`src/rtl/pipeline_control.sv`:
```
// Sequencer for the 5-stage LC-3b pipeline: stage load enables, per-stage valid bits,
// D-mem access FSM for LDI/STI, hazard resolution and saturating perf counters.
module pipeline_control #(
    parameter int unsigned CNT_WIDTH = 16
) (
    input  logic                 clk,
    input  logic                 reset,
    input  logic                 imem_resp,
    input  logic                 dmem_resp,
    input  logic [2:0]           id_src1,
    input  logic [2:0]           id_src2,
    input  logic                 id_src1_used,
    input  logic                 id_src2_used,
    input  logic                 ex_is_load,
    input  logic [2:0]           ex_dest,
    input  logic                 mem_req,
    input  logic                 mem_indirect,
    input  logic                 br_taken,
    output logic                 load_pc,
    output logic                 pc_sel_br,
    output logic                 load_if_id,
    output logic                 load_id_ex,
    output logic                 load_ex_mem,
    output logic                 load_mem_wb,
    output logic                 valid_id,
    output logic                 valid_ex,
    output logic                 valid_mem,
    output logic                 valid_wb,
    output logic                 imem_read,
    output logic                 dmem_req,
    output logic                 dmem_phase,
    output logic [CNT_WIDTH-1:0] stall_count,
    output logic [CNT_WIDTH-1:0] flush_count
);

    localparam logic D_IDLE = 1'b0;
    localparam logic D_IND  = 1'b1;

    logic state_q, state_d;
    logic valid_id_d, valid_ex_d, valid_mem_d, valid_wb_d;
    logic mem_active, mem_done, dmem_req_raw;
    logic dmem_stall, imem_stall, load_use, redirect, stall_any;

    assign mem_active = valid_mem & mem_req;
    assign imem_stall = ~imem_resp;
    assign imem_read  = ~reset;

    always_comb begin
        state_d      = state_q;
        dmem_req_raw = 1'b0;
        dmem_phase   = 1'b0;
        mem_done     = 1'b1;
        case (state_q)
            D_IDLE: begin
                if (mem_active) begin
                    dmem_req_raw = 1'b1;
                    mem_done     = 1'b0;
                    if (dmem_resp) begin
                        if (mem_indirect) state_d = D_IND;
                        else              mem_done = 1'b1;
                    end
                end
            end
            default: begin
                dmem_req_raw = 1'b1;
                dmem_phase   = 1'b1;
                mem_done     = 1'b0;
                if (dmem_resp) begin
                    state_d  = D_IDLE;
                    mem_done = 1'b1;
                end
            end
        endcase
    end

    assign dmem_req   = dmem_req_raw & ~reset;
    assign dmem_stall = ~mem_done;
    assign load_use   = valid_ex & ex_is_load & valid_id &
                        ((id_src1_used & (id_src1 == ex_dest)) |
                         (id_src2_used & (id_src2 == ex_dest)));
    assign redirect   = valid_mem & br_taken & mem_done;
    // A redirect cycle is never counted as a stall, even with imem_stall set.
    assign stall_any  = ~redirect & (dmem_stall | load_use | imem_stall);

    always_comb begin
        load_pc     = 1'b1;
        pc_sel_br   = 1'b0;
        load_if_id  = 1'b1;
        load_id_ex  = 1'b1;
        load_ex_mem = 1'b1;
        load_mem_wb = 1'b1;
        valid_id_d  = 1'b1;
        valid_ex_d  = valid_id;
        valid_mem_d = valid_ex;
        valid_wb_d  = valid_mem;
        if (dmem_stall) begin
            load_pc     = 1'b0;
            load_if_id  = 1'b0;
            load_id_ex  = 1'b0;
            load_ex_mem = 1'b0;
            valid_id_d  = valid_id;
            valid_ex_d  = valid_ex;
            valid_mem_d = valid_mem;
            valid_wb_d  = 1'b0;
        end else if (redirect) begin
            pc_sel_br   = 1'b1;
            valid_id_d  = 1'b0;
            valid_ex_d  = 1'b0;
            valid_mem_d = 1'b0;
            valid_wb_d  = 1'b1;
        end else if (load_use) begin
            load_pc    = 1'b0;
            load_if_id = 1'b0;
            valid_id_d = valid_id;
            valid_ex_d = 1'b0;
        end else if (imem_stall) begin
            load_pc    = 1'b0;
            valid_id_d = 1'b0;
        end
        if (reset) begin
            load_pc     = 1'b0;
            pc_sel_br   = 1'b0;
            load_if_id  = 1'b0;
            load_id_ex  = 1'b0;
            load_ex_mem = 1'b0;
            load_mem_wb = 1'b0;
        end
    end

    always_ff @(posedge clk) begin
        if (reset) begin
            state_q     <= D_IDLE;
            valid_id    <= 1'b0;
            valid_ex    <= 1'b0;
            valid_mem   <= 1'b0;
            valid_wb    <= 1'b0;
            stall_count <= '0;
            flush_count <= '0;
        end else begin
            state_q   <= state_d;
            valid_id  <= valid_id_d;
            valid_ex  <= valid_ex_d;
            valid_mem <= valid_mem_d;
            valid_wb  <= valid_wb_d;
            if (stall_any && stall_count != {CNT_WIDTH{1'b1}}) stall_count <= stall_count + 1'b1;
            if (redirect && flush_count != {CNT_WIDTH{1'b1}}) flush_count <= flush_count + 1'b1;
        end
    end

endmodule

```
`config.mk`:
```
export PLATFORM = sky130hd
export DESIGN_NAME = pipeline_control
export DESIGN_NICKNAME = d
export VERILOG_FILES = /design/src/rtl/pipeline_control.sv
export SDC_FILE = /design/constraint.sdc
export NUM_CORES = 1
export LEC_CHECK = 0
export ABC_AREA = 1
export BUFFER_PORTS_ARGS = -buffer_cell sky130_fd_sc_hd__buf_4
export CORE_MARGIN = 8
export CORE_UTILIZATION = 47
export CTS_CLUSTER_DIAMETER = 60
export DETAILED_ROUTE_END_ITERATION = 10
export GPL_TIMING_DRIVEN = 0
export PLACE_DENSITY = 0.76
export SYNTH_ARGS = -nofsm -noshare
export SYNTH_HDL_FRONTEND = slang
export SYNTH_SLANG_ARGS = --single-unit
```
`constraint.sdc`:
```
create_clock -name clk -period 1.4 [get_ports clk]
set_input_delay 0.28 -clock clk [delete_from_list [all_inputs] [get_ports clk]]
set_output_delay 0.28 -clock clk [all_outputs]
set_load 0.02 [all_outputs]
```
==> results.txt <==
For this block, the via count after detailed routing is 3023. Dividing the detail-routed wire length by the instance count gives 17.0 um. The root buffer cell is sky130_fd_sc_hd__clkbuf_8. The portion of the clock cycle consumed by the worst path in the final layout was 119%; the switching part of the total was 27.6%.

The count of filler cells inserted in the layout was 270. For this design the total switching power over the nets is 0.722 mW. The count of buffers inserted at the top-level ports was 63. The detail route stage leaves a number of antenna-violating nets equal to 0.

The number of global-route vias before repair was 2555; the synthesized netlist net count was 388. The cell count of the worst hold path was 2. The repair_antennas step left the layout with diodes totalling 0.

The worst register-to-register path begins at valid_mem$_SDFFE_PP0N_. Summing every instance area after synthesis gives 0.00232 sq mm. In this run the core area contains 25 standard-cell rows. The max-slew headroom at the worst pin was 53.4%. The actual slew at the worst max-slew pin was 699 ps; the time the final worst path needs with I/O delays and setup was 1670 ps.

The post-synthesis cell count came out at 367. Max-cap violations in this run came to 0. The tools report the sequential cell fraction of total power as 41.8%.

IR analysis of the VDD net gives a maximum drop of 0.589 mV. The checks that failed: negative setup slack. The share of synthesized registers carrying an async set or reset works out to 0%. The internal power component came out at 1.89 mW.

The path with the worst hold slack has its endpoint at flush_count[2]$_SDFFE_PP0P_. Traced cell by cell, the critical path runs through inv_2 -> nand2_2 -> nand2_4 -> nand2_8 -> nand3_4 -> nand2_4 -> nand2_2 -> inv_2 -> buf_6. Counting flops with a built-in enable in the synthesized netlist gives 0. The endpoint identified for the worst register-to-register timing path is flush_count[13]$_SDFFE_PP0P_. OpenSTA, run right after detailed placement, puts the worst setup slack at -203 ps. In the routed design, unresolved DRC markers number 0.

Detailed placement ended at an HPWL of 4770 um. Power spread over the standard cell area amounts to 678 mW/mm^2. Based on the critical path, the design can be clocked at up to 598 MHz. Clock-pin slew was measured on the worst setup and hold paths at 80 ps. The die width is 86.2 um, and the least setup slack across all paths after layout is -272 ps.

The total design power is 2.62 mW. Setup repair after global routing could not meet its margin everywhere. The biggest fanout along the worst timing path came out at 6. STA classifies the critical path startpoint as a register. Critical path data arrival time: 1390 ps. TritonCTS built the clock tree. For the starting density of the core, the log shows 49.0%. For the number of buffers added by the clock tree synthesis step, the log shows 5.

Cells with a size suffix above 1 make up 50.4% of the layout. Global routing used 18.6% of the available tracks. Critical path's slowest cell: sky130_fd_sc_hd__dfxtp_2. In this design, the stage delay of the slowest critical-path cell is 330 ps. The min-delay analysis places its worst path in the category input port to register. In this run, post-CTS hold repair placed 0 buffers.

The number of nets in the layout is 490. Combinational logic is responsible for 20.2% of the overall power. The tools report the number of pins exceeding their max-slew limit in the final report as 0. STA classifies the critical path endpoint as a primary output. The setup violation total in the final timing report was 37; the level count of the clock H-tree was 2.

Among all flip-flop cells after synthesis, the most frequent one is sky130_fd_sc_hd__dfxtp_1. The die boundary height was 86.2 um. The logs give 290 ps for the worst-skew pair later-pin latency and 0 for the hold violation total from the final report.

The worst setup path is of the register to primary output kind. The via count normalized by instance count is 5.63. Summed over all cells, the static leakage comes to 1.76 nW.

The cell depth of the worst flop-to-flop path was 11; the area growth from synthesis to layout was 66.5%. The worst hold path begins at reset. The biggest area contributor in the post-synthesis netlist is sky130_fd_sc_hd__dfxtp_1.

The count of clock tree sinks is 37. Entering global routing, the biggest net connects 12 pins. The flow ran to the end, but the final reports show violations. The core area is 0.00472 sq mm. The data required time at the worst endpoint is 1120 ps, and the distinct cell type count of the synthesized netlist is 31. The clock tree skew after final layout is 2.95 ps, and the count of TritonRoute iterations in the first routing pass is 5.

A synthesized cell averages 6.31 sq um. The power share of the clock group was 38.0%. For the total routed wirelength, the log shows 9140 um. The congestion estimate from routability-driven global placement came to 0.930. The number of antenna violations at the first check in global routing is 0, and the number of storage elements in the synthesis netlist is 37. The first routing iteration left 306 violations. The run gives -270 ps as the setup slack of the most critical reg-to-reg path. Summed over all layers, the global routing overflow is 0. The number of warning messages in the yosys log came out at 0.

64 I/O pins were placed. The sequential share of the synthesized area was 32.0%. Ranked by total cell area, the synthesized netlist is headed by sky130_fd_sc_hd__dfxtp_1, sky130_fd_sc_hd__nand2_1, sky130_fd_sc_hd__inv_1. After synthesis, the largest area contributor takes up 32.0% of total cell area.

In this run the deepest clock path goes through 2 buffers. The logs give 11300 um for the first-pass GRT wire length and 0.00743 sq mm for the die footprint.
cell usage after synthesis, types with 2 or more instances:
library cell	count
sky130_fd_sc_hd__nor2_4	3
sky130_fd_sc_hd__buf_2	3
sky130_fd_sc_hd__o21ai_0	4
sky130_fd_sc_hd__nand2_1	99
sky130_fd_sc_hd__nor2_1	49
sky130_fd_sc_hd__nor3b_1	2
sky130_fd_sc_hd__xor2_1	4
sky130_fd_sc_hd__inv_2	3
sky130_fd_sc_hd__xnor2_1	2
sky130_fd_sc_hd__o21ai_1	3
sky130_fd_sc_hd__and3_1	3
sky130_fd_sc_hd__a211oi_1	2
sky130_fd_sc_hd__inv_1	55
sky130_fd_sc_hd__nand2_2	2
sky130_fd_sc_hd__nand4_1	18
sky130_fd_sc_hd__ha_1	2
sky130_fd_sc_hd__nand2_4	3
sky130_fd_sc_hd__a21oi_1	17
sky130_fd_sc_hd__buf_4	2
sky130_fd_sc_hd__nor3_1	10
sky130_fd_sc_hd__nand3_1	30
sky130_fd_sc_hd__nor3_2	2
sky130_fd_sc_hd__buf_6	2
sky130_fd_sc_hd__dfxtp_1	37
sky130_fd_sc_hd__clkbuf_1	4
stage by stage:
step / cells / hold slack, ps / util (%) / cell area (sq um) / TNS (ps)
2_1_floorplan: 367 / 351 / - / 2400 / 0
3_3_place_gp: 497 / 469 / 62.6 / 2960 / -3050
3_5_place_dp: 497 / 474 / 62.6 / 2960 / -3910
4_1_cts: 521 / 170 / 71.5 / 3380 / -2750
5_1_grt: 537 / 169 / 81.6 / 3850 / -8210
6_report: 537 / 175 / 81.6 / 3850 / -5630
cell usage in the layout, fill, tap and decap left out, types with 7 or more instances in the layout:
cell type                 instances
sky130_fd_sc_hd__nand3_1         16
sky130_fd_sc_hd__buf_4           81
sky130_fd_sc_hd__nand2_2         18
sky130_fd_sc_hd__inv_2            7
sky130_fd_sc_hd__dfxtp_2         24
sky130_fd_sc_hd__nor2_1          37
sky130_fd_sc_hd__nand2_1         74
sky130_fd_sc_hd__nand2_4          9
sky130_fd_sc_hd__inv_1           48
sky130_fd_sc_hd__nand4_1         18
sky130_fd_sc_hd__a21oi_1         11
sky130_fd_sc_hd__dfxtp_1          7
sky130_fd_sc_hd__nor2_4          10
sky130_fd_sc_hd__buf_6           14
sky130_fd_sc_hd__nand3_2         13
registers in the layout, indices dropped and copies added (netlist names):
register and cells:
valid_id 1, stall_count 16, valid_ex 1, valid_mem 1, flush_count 16, state_q 1
valid_wb 1
metal layers:
metal	wire length [um]	part of all wire (%)	vias up	global-route usage, %
met2	4630	51	181	32.6
met3	704	7.7	27	5.01
li1	-	-	1380	-
met5	0	0	-	0
met1	3590	39	1435	20.8
met4	225	2.5	0	7.36
worst max-delay path: cells and delay by family, from the launching register on:
family	cells	cell delay [ps]
buffers and inverters	3	250
DFF	1	330
and+or+nand+nor	6	530
cells by family after synthesis:
group / share of synthesized area (%)
AOI/OAI and AO/OA: 6.16
xor gates and xnor gates: 2.27
DFF: 32.0
buffers and inverters: 12.3
and+or+nand+nor: 46.2
adders and majority gates: 1.08
worst max path at each step:
stage,from,to,cells past startpoint
after detailed placement,ex_dest[1],load_if_id,11
after global routing,valid_mem$_SDFFE_PP0N_,flush_count[14]$_SDFFE_PP0P_,11
after floorplan,flush_count[1]$_SDFFE_PP0P_,flush_count[6]$_SDFFE_PP0P_,8
after global placement,mem_req,pc_sel_br,8
after CTS,state_q$_SDFF_PP0_,pc_sel_br,8
final,state_q$_SDFF_PP0_,load_pc,9
power groups by stage:
stage	logic (mW)	clock network, mW	registers (mW)
after floorplan	0.189	0	1.14
after global placement	0.346	0	1.12
after detailed placement	0.351	0	1.12
after CTS	0.426	0.997	1.09
after global routing	0.565	1.03	1.10
final	0.529	0.994	1.09
layout make-up:
class	instances	area (sq um)	share of cell area (%)
plain buffers	9	88.8	2.30
clock buffers	7	86.3	2.24
clock inverters	1	30.0	0.779
inverters	58	235	6.10
multi-input cells	261	1690	43.8
flip-flops and latches	37	793	20.6
well taps	67	83.8	2.17
repair buffers	97	848	22.0
repair_timing:
item	4_1_cts	5_1_grt
gates cloned	1	1
endpoints found under the setup margin	38	38
hold endpoints to repair	0	0
gates resized for setup	47	90
pin swaps	14	52
setup buffers	15	18
(Power assumes the default switching activity.)
